==> config.mk <==
export PLATFORM = sky130hd
export DESIGN_NAME = systol_mm_param_flat
export DESIGN_NICKNAME = d
export VERILOG_FILES = /design/src/rtl/systol_mm_param_if.sv /design/src/rtl/systol_mm_param.sv /design/src/flat_wrapper.sv
export SDC_FILE = /design/constraint.sdc
export NUM_CORES = 1
export LEC_CHECK = 0
export BUFFER_PORTS_ARGS = -buffer_cell sky130_fd_sc_hd__buf_4
export CORE_MARGIN = 2
export CORE_UTILIZATION = 55
export CTS_CLUSTER_DIAMETER = 150
export CTS_CLUSTER_SIZE = 8
export DETAILED_ROUTE_END_ITERATION = 8
export PLACE_DENSITY = 0.81
export REMOVE_ABC_BUFFERS = 1
export SYNTH_ARGS = -nofsm -noshare
export SYNTH_HDL_FRONTEND = slang
export SYNTH_SLANG_ARGS = --single-unit
==> constraint.sdc <==
create_clock -name clk -period 7.9 [get_ports clk]
set_clock_uncertainty 0.15 [all_clocks]
set_input_delay 0.395 -clock clk [delete_from_list [all_inputs] [get_ports clk]]
set_output_delay 0.395 -clock clk [all_outputs]
set_load 0.03 [all_outputs]
==> src/rtl/systol_mm_param_if.sv <==
// Load/drain handshake bundle for the parametrised systolic matrix multiplier.
// The feeder/consumer side uses master, the array itself uses slave.
interface systol_mm_param_if #(
    parameter int N  = 3,
    parameter int DW = 5,
    parameter int AW = 30
);
    localparam int RW = (N > 1) ? $clog2(N) : 1;

    logic            start;
    logic            acc_en;
    logic            in_valid;
    logic            in_ready;
    logic [N*DW-1:0] a_col;
    logic [N*DW-1:0] b_row;
    logic            out_valid;
    logic            out_ready;
    logic [N*AW-1:0] c_row;
    logic [RW-1:0]   out_row_idx;
    logic            busy;
    logic            done;

    modport master (
        output start, acc_en, in_valid, a_col, b_row, out_ready,
        input  in_ready, out_valid, c_row, out_row_idx, busy, done
    );

    modport slave (
        input  start, acc_en, in_valid, a_col, b_row, out_ready,
        output in_ready, out_valid, c_row, out_row_idx, busy, done
    );
endinterface

==> src/rtl/systol_mm_param.sv <==
// N x N output-stationary systolic matrix multiplier with internal operand
// skewing, valid/ready load and drain, signed/unsigned and accumulate modes.
module systol_mm_param #(
    parameter int N      = 3,
    parameter int DW     = 5,
    parameter int AW     = 30,
    parameter int SIGNED = 0
) (
    input logic              clk,
    input logic              rst,
    systol_mm_param_if.slave bus
);
    localparam int RW  = (N > 1) ? $clog2(N) : 1;
    localparam int CW  = $clog2(2 * N);
    localparam int SKW = (N * (N - 1)) / 2;
    localparam logic [CW-1:0] LAST_BEAT  = CW'(N - 1);
    localparam logic [CW-1:0] FLUSH_LAST = CW'(2 * N - 2);
    localparam logic [RW-1:0] LAST_ROW   = RW'(N - 1);

    typedef enum logic [1:0] {IDLE, LOAD, FLUSH, DRAIN} state_t;

    state_t          r_state;
    state_t          w_nextState;
    logic [CW-1:0]   r_beatCnt;
    logic [CW-1:0]   r_flushCnt;
    logic [RW-1:0]   r_rowIdx;
    logic            r_done;
    logic [N*AW-1:0] r_cHold;
    logic [N*AW-1:0] w_cSel;
    logic            w_accept;
    logic            w_rowAccept;
    logic            w_clearAcc;

    logic [DW-1:0]   w_aBeat [N];
    logic [DW-1:0]   w_bBeat [N];
    logic [SKW*DW-1:0] r_aSkew;
    logic [SKW*DW-1:0] r_bSkew;
    logic [DW-1:0]   w_aIn   [N][N];
    logic [DW-1:0]   w_bIn   [N][N];
    logic [DW-1:0]   r_aFwd  [N][N-1];
    logic [DW-1:0]   r_bFwd  [N-1][N];
    logic [AW-1:0]   r_acc   [N][N];

    // Skew chain for lane i occupies stages skewBase(i) .. skewBase(i)+i-1.
    function automatic int skewBase(input int i);
        return (i * (i - 1)) / 2;
    endfunction

    function automatic logic [AW-1:0] mulExt(input logic [DW-1:0] a, input logic [DW-1:0] b);
        logic signed [2*DW-1:0] sa;
        logic signed [2*DW-1:0] sb;
        logic signed [2*DW-1:0] ps;
        logic [2*DW-1:0]        pu;
        sa = (2*DW)'($signed(a));
        sb = (2*DW)'($signed(b));
        ps = sa * sb;
        pu = (2*DW)'(a) * (2*DW)'(b);
        if (SIGNED != 0)
            return AW'(ps);
        else
            return AW'(pu);
    endfunction

    assign w_accept    = (r_state == LOAD) && bus.in_valid;
    assign w_rowAccept = (r_state == DRAIN) && bus.out_ready;
    assign w_clearAcc  = (r_state == IDLE) && bus.start && !bus.acc_en;

    always_ff @(posedge clk) begin
        if (rst)
            r_state <= IDLE;
        else
            r_state <= w_nextState;
    end

    always_comb begin
        w_nextState = r_state;
        case (r_state)
            IDLE:    if (bus.start) w_nextState = LOAD;
            LOAD:    if (w_accept && (r_beatCnt == LAST_BEAT)) w_nextState = FLUSH;
            FLUSH:   if (r_flushCnt == FLUSH_LAST) w_nextState = DRAIN;
            DRAIN:   if (w_rowAccept && (r_rowIdx == LAST_ROW)) w_nextState = IDLE;
            default: w_nextState = IDLE;
        endcase
    end

    // The flush counter is zero on the edge that accepts the last beat, so the
    // DRAIN entry lands 2N-1 edges later, after the corner PE's last product.
    always_ff @(posedge clk) begin
        if (rst) begin
            r_beatCnt  <= '0;
            r_flushCnt <= '0;
            r_rowIdx   <= '0;
            r_done     <= 1'b0;
            r_cHold    <= '0;
        end else begin
            r_done <= w_rowAccept && (r_rowIdx == LAST_ROW);
            if (r_state == IDLE)
                r_beatCnt <= '0;
            else if (w_accept)
                r_beatCnt <= r_beatCnt + 1'b1;
            if (r_state == FLUSH)
                r_flushCnt <= r_flushCnt + 1'b1;
            else
                r_flushCnt <= '0;
            if (w_rowAccept)
                r_rowIdx <= (r_rowIdx == LAST_ROW) ? '0 : r_rowIdx + 1'b1;
            if (r_state == DRAIN)
                r_cHold <= w_cSel;
        end
    end

    always_comb begin
        for (int i = 0; i < N; i++) begin
            w_aBeat[i] = w_accept ? bus.a_col[i*DW +: DW] : '0;
            w_bBeat[i] = w_accept ? bus.b_row[i*DW +: DW] : '0;
        end
    end

    always_comb begin
        for (int i = 0; i < N; i++)
            for (int j = 0; j < N; j++) begin
                w_aIn[i][j] = '0;
                w_bIn[i][j] = '0;
            end
        w_aIn[0][0] = w_aBeat[0];
        w_bIn[0][0] = w_bBeat[0];
        for (int i = 1; i < N; i++)
            w_aIn[i][0] = r_aSkew[(skewBase(i) + i - 1)*DW +: DW];
        for (int j = 1; j < N; j++)
            w_bIn[0][j] = r_bSkew[(skewBase(j) + j - 1)*DW +: DW];
        for (int i = 0; i < N; i++)
            for (int j = 1; j < N; j++)
                w_aIn[i][j] = r_aFwd[i][j-1];
        for (int i = 1; i < N; i++)
            for (int j = 0; j < N; j++)
                w_bIn[i][j] = r_bFwd[i-1][j];
    end

    // Idle and gap cycles feed zeros, so the accumulators only move on real data.
    always_ff @(posedge clk) begin
        if (rst) begin
            r_aSkew <= '0;
            r_bSkew <= '0;
            for (int i = 0; i < N; i++)
                for (int j = 0; j < N - 1; j++)
                    r_aFwd[i][j] <= '0;
            for (int i = 0; i < N - 1; i++)
                for (int j = 0; j < N; j++)
                    r_bFwd[i][j] <= '0;
            for (int i = 0; i < N; i++)
                for (int j = 0; j < N; j++)
                    r_acc[i][j] <= '0;
        end else begin
            for (int i = 1; i < N; i++) begin
                r_aSkew[skewBase(i)*DW +: DW] <= w_aBeat[i];
                r_bSkew[skewBase(i)*DW +: DW] <= w_bBeat[i];
                for (int s = 1; s < i; s++) begin
                    r_aSkew[(skewBase(i) + s)*DW +: DW] <= r_aSkew[(skewBase(i) + s - 1)*DW +: DW];
                    r_bSkew[(skewBase(i) + s)*DW +: DW] <= r_bSkew[(skewBase(i) + s - 1)*DW +: DW];
                end
            end
            for (int i = 0; i < N; i++)
                for (int j = 0; j < N - 1; j++)
                    r_aFwd[i][j] <= w_aIn[i][j];
            for (int i = 0; i < N - 1; i++)
                for (int j = 0; j < N; j++)
                    r_bFwd[i][j] <= w_bIn[i][j];
            for (int i = 0; i < N; i++)
                for (int j = 0; j < N; j++)
                    r_acc[i][j] <= w_clearAcc ? '0 : r_acc[i][j] + mulExt(w_aIn[i][j], w_bIn[i][j]);
        end
    end

    always_comb begin
        w_cSel = '0;
        for (int r = 0; r < N; r++)
            if (r_rowIdx == RW'(r))
                for (int j = 0; j < N; j++)
                    w_cSel[j*AW +: AW] = r_acc[r][j];
    end

    assign bus.in_ready    = (r_state == LOAD);
    assign bus.out_valid   = (r_state == DRAIN);
    assign bus.busy        = (r_state != IDLE);
    assign bus.done        = r_done;
    assign bus.out_row_idx = r_rowIdx;
    assign bus.c_row       = (r_state == DRAIN) ? w_cSel : r_cHold;
endmodule

==> src/flat_wrapper.sv <==
// flat-port wrapper written by rule: the top's interface ports become plain ports
module systol_mm_param_flat 
#(
    parameter int N      = 3,
    parameter int DW     = 5,
    parameter int AW     = 30,
    parameter int SIGNED = 0
)
  (clk, rst, bus_start, bus_acc_en, bus_in_valid, bus_a_col, bus_b_row, bus_out_ready, bus_in_ready, bus_out_valid, bus_c_row, bus_out_row_idx, bus_busy, bus_done);
  systol_mm_param_if #(.N(N), .DW(DW), .AW(AW)) bus_i ();
  input logic clk;
  input logic rst;
  input wire logic [$bits(bus_i.start)-1:0] bus_start;
  input wire logic [$bits(bus_i.acc_en)-1:0] bus_acc_en;
  input wire logic [$bits(bus_i.in_valid)-1:0] bus_in_valid;
  input wire logic [$bits(bus_i.a_col)-1:0] bus_a_col;
  input wire logic [$bits(bus_i.b_row)-1:0] bus_b_row;
  input wire logic [$bits(bus_i.out_ready)-1:0] bus_out_ready;
  output wire logic [$bits(bus_i.in_ready)-1:0] bus_in_ready;
  output wire logic [$bits(bus_i.out_valid)-1:0] bus_out_valid;
  output wire logic [$bits(bus_i.c_row)-1:0] bus_c_row;
  output wire logic [$bits(bus_i.out_row_idx)-1:0] bus_out_row_idx;
  output wire logic [$bits(bus_i.busy)-1:0] bus_busy;
  output wire logic [$bits(bus_i.done)-1:0] bus_done;
  assign bus_i.start = bus_start;
  assign bus_i.acc_en = bus_acc_en;
  assign bus_i.in_valid = bus_in_valid;
  assign bus_i.a_col = bus_a_col;
  assign bus_i.b_row = bus_b_row;
  assign bus_i.out_ready = bus_out_ready;
  assign bus_in_ready = bus_i.in_ready;
  assign bus_out_valid = bus_i.out_valid;
  assign bus_c_row = bus_i.c_row;
  assign bus_out_row_idx = bus_i.out_row_idx;
  assign bus_busy = bus_i.busy;
  assign bus_done = bus_i.done;
  systol_mm_param #(.N(N), .DW(DW), .AW(AW), .SIGNED(SIGNED)) u_core (.clk(clk), .rst(rst), .bus(bus_i));
endmodule
==> impl_metrics.py, run 1 <==
metrics = {
    "outcome": {
        "outcome": "complete, no violations",
    },
    "worst_setup_path": {
        "cp.required_ns": 8.20,
        "crit_path_max_incr_delay_ns": 0.55,
        "worstPathArrival_ns": 6.06,
        "worstSetupPathType": "reg -> reg",
        "path_cells": "inv_1 > ha_1 > and2_1 > buf_4 > nand3_1 > fa_1 > fa_1 > fa_1 > inv_1 > ha_1 > a21oi_1 > o21ai_0 > o41ai_1 > xnor2_1 > ha_1 > and2_1 > o21bai_1 > a21oi_1 > xnor2_1 > nor2_1",
        "crit_fanout": 30,
        "slowest_stage": "fa_1",
        "worst_setup_path_start_kind": "register",
        "end_kind": "register",
    },
    "die": {
        "initial_core_util_pct": 55.8,
        "rows": 83,
        "die-area_sq_um": 54100,
        "pin_count": 132,
        "dieHeight_um": 233,
        "core_sq_um": 51500,
        "die_x_um": 233,
    },
    "cts": {
        "holdBufCountCts": 30,
        "ctsRootBufferMaster": "clkbuf_16",
        "cts.repair.resized": 0,
        "cts_tree": "done",
        "cts-buffers-inserted": 67,
        "clock_insertion_delay_worst_skew_ns": 0.60,
        "cts.sinks": 461,
        "postCtsSetupBuffers": 0,
        "htreeDepth": 3,
        "cts_max_path_buffers": 3,
        "clk_pin_slew_worst_paths_ns": 0.05,
    },
    "routing": {
        "wire_per_inst_um": 16.0,
        "vias": 23600,
        "wl_um": 67200,
        "antenna_left": 0,
        "dr.pass1.iters": 5,
        "route.detailed.drc": 0,
        "drtIter0Drc": 1474,
        "viasPerCell": 5.61,
    },
    "timing": {
        "min_period_over_period_pct": 72.9,
        "setup_violations": 0,
        "fmax_ghz": 0.174,
        "slew_violations": 0,
        "min_period_ns": 5.76,
        "hold_viol_final": 0,
        "maxSlewHeadroom_pct": 21.9,
        "grt_setup_unrepaired": "false",
        "worstMarginPinSlew_ns": 1.17,
        "tns_ns": 0,
    },
    "global_route": {
        "grt_usage_pct": 25.1,
        "grt_max_degree": 96,
        "grt_overflow": 0,
        "grt_pass1_wl_um": 112000,
        "grt_pass1_vias": 23300,
        "antenna_found_initial": 0,
    },
    "placement": {
        "gp_congestion": 0.906,
        "dp.final_hpwl_um": 47900,
        "placed_cell_area_sq_um": 30300,
        "post-place-cells": 4099,
        "io_buffers": 131,
    },
    "cells_and_area": {
        "layoutNonFillerInstCount": 4205,
        "stdcell_area_sq_um": 32400,
        "area_growth_pct": 12.7,
        "drive_above_1_share_pct": 7.18,
        "final_cell_mix": "459 x dfxtp_1, 453 x nor2_1, 299 x a21oi_1",
        "layout_commonest_cell": "dfxtp_1",
        "diodes": 0,
        "layout.nets": 3904,
    },
    "power": {
        "leakage_uw": 0.0139,
        "power_density_nw_per_um2": 194,
        "ir_drop_mv": 0.184,
    },
    "synthesis": {
        "synth_flop_cell": "dfxtp_1",
        "synth-seq-cells": 461,
        "yosys_warnings": 0,
        "synth_cell_type_count": 70,
        "async_flop_share_pct": 0,
        "synth_edf_count": 0,
        "synth_seq_area_share_pct": 32.1,
        "synth_cells": 3394,
        "synth.avg_cell_area_sq_um": 8.47,
        "netlist_area_sq_um": 28700,
    },
    "run": {
        "drv_cap": 0,
    },
    "min_path": {
        "hold_path.class": "in -> reg",
    },
}
[final cells by class]
type                    instances  area (sq um)
clock inverters                 6          63.8
fillers                      4368         19100
multi-input cells            2593         18300
inverters                     214           803
repair buffers                181          1440
clock buffers                  70          1730
well taps                     680           851
flip-flops and latches        461          9240
[routing by layer]
layer / global-route usage (%) / vias up / part of all wire, %
met5: 0 / - / 0
met4: 9.30 / 0 / 3.2
met3: 3.88 / 133 / 4.5
met2: 44.6 / 553 / 49
met1: 30.5 / 11200 / 43
li1: - / 11700 / -
[worst max-delay path: cells and delay by family (launching register included)]
family | cells | cell delay (ns)
compound gates | 5 | 1.38
xor+xnor | 2 | 0.39
fa+ha+maj | 6 | 2.40
buf+inv | 3 | 0.39
flops | 1 | 0.35
simple gates | 4 | 0.53
[where the power goes]
group	internal (uW)	total, uW	switching (uW)
logic	441	1220	779
clock network	1540	2550	1010
registers	2440	2510	67.2
total	4420	6280	1860
[flip-flops by register name (all words and copies together), names as in the netlist]
name and flops:
u_core.r_acc 270, u_core.r_cHold 90, u_core.r_aFwd 30, u_core.r_bFwd 30, u_core.r_aSkew 15, u_core.r_bSkew 15, u_core.r_beatCnt 3, u_core.r_flushCnt 3
u_core.bus.out_row_idx 2, u_core.r_state 2, u_core.bus.done 1
[worst paths after layout]
path / cells after the start / to / slack [ns] / start
max reg2reg: 20 / u_core.r_acc[0][80] / 2.14 / u_core.r_state[1]
min reg2reg: 1 / u_core.r_bSkew[11] / 0.28 / u_core.r_bSkew[6]
max: 20 / u_core.r_acc[0][80] / 2.14 / u_core.r_state[1]
min: 3 / u_core.bus.done / 0.04 / bus_out_ready
[metrics by stage]
stage	hold slack (ns)	setup WS [ns]	total power, uW	util, %
6_report	0.0429	2.14	6280	62.9
3_5_place_dp	0.270	2.21	3760	58.8
4_1_cts	0.0142	2.14	6340	62.9
5_1_grt	0.0635	1.78	6530	62.9
2_1_floorplan	0.264	-0.129	3350	-
3_3_place_gp	0.277	2.33	3750	58.8
[cell families (layout without fill, tap and decap cells)]
| family | after synthesis | count (layout) | share of synthesized area, % |
|---|---|---|---|
| mux | 92 | 92 | 3.20 |
| xor+xnor | 246 | 246 | 7.50 |
| flops | 461 | 461 | 32.1 |
| compound gates | 600 | 600 | 12.4 |
| fa+ha+maj | 350 | 350 | 17.6 |
| buf+inv | 340 | 471 | 4.50 |
| simple gates | 1305 | 1305 | 22.7 |
[synthesized netlist by cell type, types with 33 or more instances]
cell type / number / area, sq um
nand3_1: 53 / 265
a21oi_1: 299 / 1500
fa_1: 90 / 1800
clkbuf_1: 102 / 383
a211oi_1: 41 / 308
nor2_1: 453 / 1700
nand2_1: 225 / 845
dfxtp_1: 461 / 9230
xnor2_1: 158 / 1380
and2_1: 145 / 907
ha_1: 260 / 3250
inv_1: 214 / 803
o21ai_0: 96 / 480
a21o_1: 45 / 338
nor3_1: 67 / 335
or3_1: 33 / 206
mux2i_1: 92 / 921
xor2_1: 88 / 771
and3_1: 37 / 231
nor2b_1: 167 / 1040
No activity file was read; power rests on OpenSTA's default activity.
==> run 2, diff against run 1 <==
ABC_AREA = 1   (was not set)
PLACE_DENSITY = 0.8   (was 0.81)
clock period = 5.65 ns   (was 7.9 ns; I/O delays follow)
==> run 2 against run 1 <==
Effect of this change:
- critical path depth rose by 6
- power rose by 50%
- cell area rose by 13%
- die area rose by 13%
- sequential power rose by 40%
- fmax rose by 10%
- clock-buffer cell count did not move
- sequential cell count did not move
- clock power rose by 43%
- synthesized area rose by 14%
- critical path type unchanged
==> impl_metrics.py, run 2 <==
metrics = {
    "worst_setup_path": {
        "r2r_start": "u_core.r_state[1]",
        "crit_path_max_incr_delay_ns": 0.55,
        "crit_top_cell": "nand2_1",
        "crit_fanout": 8,
        "slowest_stage": "fa_1",
        "worstPathArrival_ns": 5.62,
        "cp_top_family": "adder cells",
        "worstSetupPathType": "reg -> reg",
        "cp.required_ns": 6.04,
        "critical_path_buf_inv_count": 5,
        "end_kind": "register",
        "r2r_setup_slack_ns": 0.42,
        "worst_setup_path_start_kind": "register",
        "cp-startpoint": "u_core.r_state[1]",
    },
    "routing": {
        "route.detailed.drc": 0,
        "wire_per_inst_um": 15.4,
        "viasPerCell": 5.45,
        "vias": 32200,
        "antenna_left": 0,
        "drtIter0Drc": 2834,
        "dr.pass1.iters": 6,
        "wl_um": 91000,
    },
    "die": {
        "die-area_sq_um": 61300,
        "initial_core_util_pct": 55.5,
        "core_sq_um": 58800,
        "rows": 89,
        "dieHeight_um": 248,
        "pin_count": 132,
        "die_x_um": 248,
    },
    "synthesis": {
        "yosys-mux-area-fraction_pct": 0,
        "synthSimpleGateAreaFrac_pct": 30.1,
        "synth-seq-cells": 461,
        "synth_compound_gate_area_share_pct": 12.1,
        "ys_top_cells_by_area": "dfxtp_1 28%, nand2_1 14%, inv_1 11%, ha_1 10%, nor2_1 6.3%",
        "synth_fa_ha_area_share_pct": 15.5,
        "synth_flop_cell": "dfxtp_1",
        "yosys.area_share.xor_xnor_pct": 1.69,
        "netlist_area_sq_um": 32600,
        "async_flop_share_pct": 0,
        "synth_cell_type_count": 42,
        "synth_top_family_by_area": "simple AND/OR/NAND/NOR gates",
        "synth_top_area_share_pct": 28.3,
        "synth.largest_area_cell": "dfxtp_1",
        "yosys_warnings": 0,
        "yosysMostFrequentCell": "nand2_1",
        "synth_edf_count": 0,
        "synth.avg_cell_area_sq_um": 6.54,
        "synth_seq_area_share_pct": 28.3,
        "synth_cells": 4988,
        "synthTopCellsByCount": "1236 x nand2_1, 938 x inv_1, 552 x nor2_1, 461 x dfxtp_1, 401 x nand3_1",
    },
    "timing": {
        "min_period_over_period_pct": 92.6,
        "worst_slack_ns": 0.418,
        "worstMarginPinSlew_ns": 1.20,
        "maxSlewHeadroom_pct": 19.8,
        "grt_setup_unrepaired": "false",
        "tns_ns": 0,
        "setup_violations": 0,
        "hold_viol_final": 0,
        "min_period_ns": 5.23,
        "slew_violations": 0,
        "fmax_ghz": 0.191,
    },
    "cts": {
        "cts-buffers-inserted": 67,
        "cts_tree": "done",
        "ctsRootBufferMaster": "clkbuf_16",
        "htreeDepth": 3,
        "cts_max_path_buffers": 3,
        "clk_pin_slew_worst_paths_ns": 0.05,
        "clock_insertion_delay_worst_skew_ns": 0.61,
        "postCtsSetupBuffers": 0,
        "cts.sinks": 461,
    },
    "min_path": {
        "hold_path.class": "in -> reg",
        "holdCritStartpoint": "rst",
    },
    "cells_and_area": {
        "area_growth_pct": 11.7,
        "largest_reg_flops": 270,
        "layout.nets": 5514,
        "diodes": 0,
        "multi_input_area_sq_um": 19400,
        "final-seq-area_sq_um": 9230,
        "fillCellCount": 5470,
        "layout_commonest_cell": "nand2_1",
        "drive_above_1_share_pct": 5.24,
        "layoutNonFillerInstCount": 5907,
        "final_cell_mix": "1232 x nand2_1, 938 x inv_1, 550 x nor2_1",
        "top_regs": "u_core.r_acc x270, u_core.r_cHold x90",
        "largest-register": "u_core.r_acc",
    },
    "power": {
        "leakage_uw": 0.0178,
        "power_density_nw_per_um2": 259,
        "ir_drop_mv": 0.413,
    },
    "placement": {
        "gp_congestion": 0.951,
        "dp.final_hpwl_um": 67200,
        "post-place-ws_ns": 0.334,
        "post-place-cells": 5800,
        "io_buffers": 131,
    },
    "global_route": {
        "grt_pass1_vias": 29900,
        "grt_max_degree": 131,
        "antenna_found_initial": 0,
        "grt_usage_pct": 29.5,
        "grt_overflow": 0,
        "grt_pass1_wl_um": 147000,
    },
    "outcome": {
        "outcome": "complete, no violations",
    },
    "run": {
        "drv_cap": 0,
    },
}
-- run 2: final timing paths --
kind | end | cells past startpoint
worst max-delay path | u_core.r_acc[0][79] | 26
worst min register to register | u_core.r_aSkew[10] | 2
worst max register to register | u_core.r_acc[0][79] | 26
worst min-delay path | u_core.r_bFwd[0][5] | 2
-- run 2: area by class of cell --
| cell class | count | area share, % |
|---|---|---|
| Tap cell | 773 | 2.65 |
| Timing Repair Buffer | 180 | 3.97 |
| Inverter | 946 | 9.76 |
| Multi-Input combinational cell | 3472 | 53.3 |
| Clock buffer | 70 | 4.81 |
| Clock inverter | 5 | 0.172 |
| Sequential cell | 461 | 25.3 |
-- run 2: cells by family (layout without fill, tap and decap cells) --
family                   count (synthesis)  in the layout
AO/OA/AOI/OAI                          688            688
XOR/XNOR                                63             63
adder cells (fa/ha/maj)                350            350
buffers and inverters                 1055           1201
flip-flops                             461            461
AND/OR/NAND/NOR                       2371           2371
-- run 2: worst reg2reg max path, cell delays in order (launching register included) --
cell	delay (ns)
dfxtp_1	0.34
inv_1	0.11
ha_2	0.21
nand2_1	0.11
buf_4	0.18
nor2_1	0.12
nand2_1	0.09
fa_1	0.51
fa_1	0.53
fa_1	0.55
inv_1	0.04
ha_1	0.34
a21oi_1	0.15
nand2_1	0.10
nand4_1	0.08
nand3_1	0.08
xor2_1	0.16
ha_1	0.36
nand2_2	0.13
inv_1	0.05
a21boi_1	0.21
nand3_1	0.20
nand2_1	0.10
inv_1	0.06
nand2_1	0.05
nand2_1	0.05
nor2_1	0.11
-- run 2: per-layer routing --
metal	GRT usage (%)	share of wire (%)	up-vias	wire, um
met2	48.3	45	1247	40500
met4	9.77	2.9	0	2640
met3	5.23	9.0	163	8200
li1	-	-	16100	-
met5	0	0	-	0
met1	39.4	44	14700	39600
-- run 2: timing repair --
| action | CTS | global route |
|---|---|---|
| endpoints found under the setup margin | 0 | 13 |
| gates resized for setup | 0 | 10 |
| hold buffers | 32 | 0 |
| hold endpoints to repair | 34 | 0 |
-- run 2: per-stage QoR --
| stage | total power [uW] | instance area (sq um) | util (%) | hold WS, ns |
|---|---|---|---|---|
| 6_report | 9440 | 36400 | 62.0 | 0.0529 |
| 5_1_grt | 9810 | 36400 | 62.0 | 0.0684 |
| 4_1_cts | 9470 | 36400 | 61.9 | 0.0409 |
| 3_5_place_dp | 5820 | 34300 | 58.3 | 0.250 |
| 3_3_place_gp | 5790 | 34300 | 58.3 | 0.254 |
| 2_1_floorplan | 4950 | 32200 | - | 0.204 |
-- run 2: report_power, final --
| group | total (uW) | switching [uW] | internal, uW |
|---|---|---|---|
| logic | 2280 | 1560 | 716 |
| registers | 3520 | 94.6 | 3420 |
| clock network | 3650 | 1470 | 2180 |
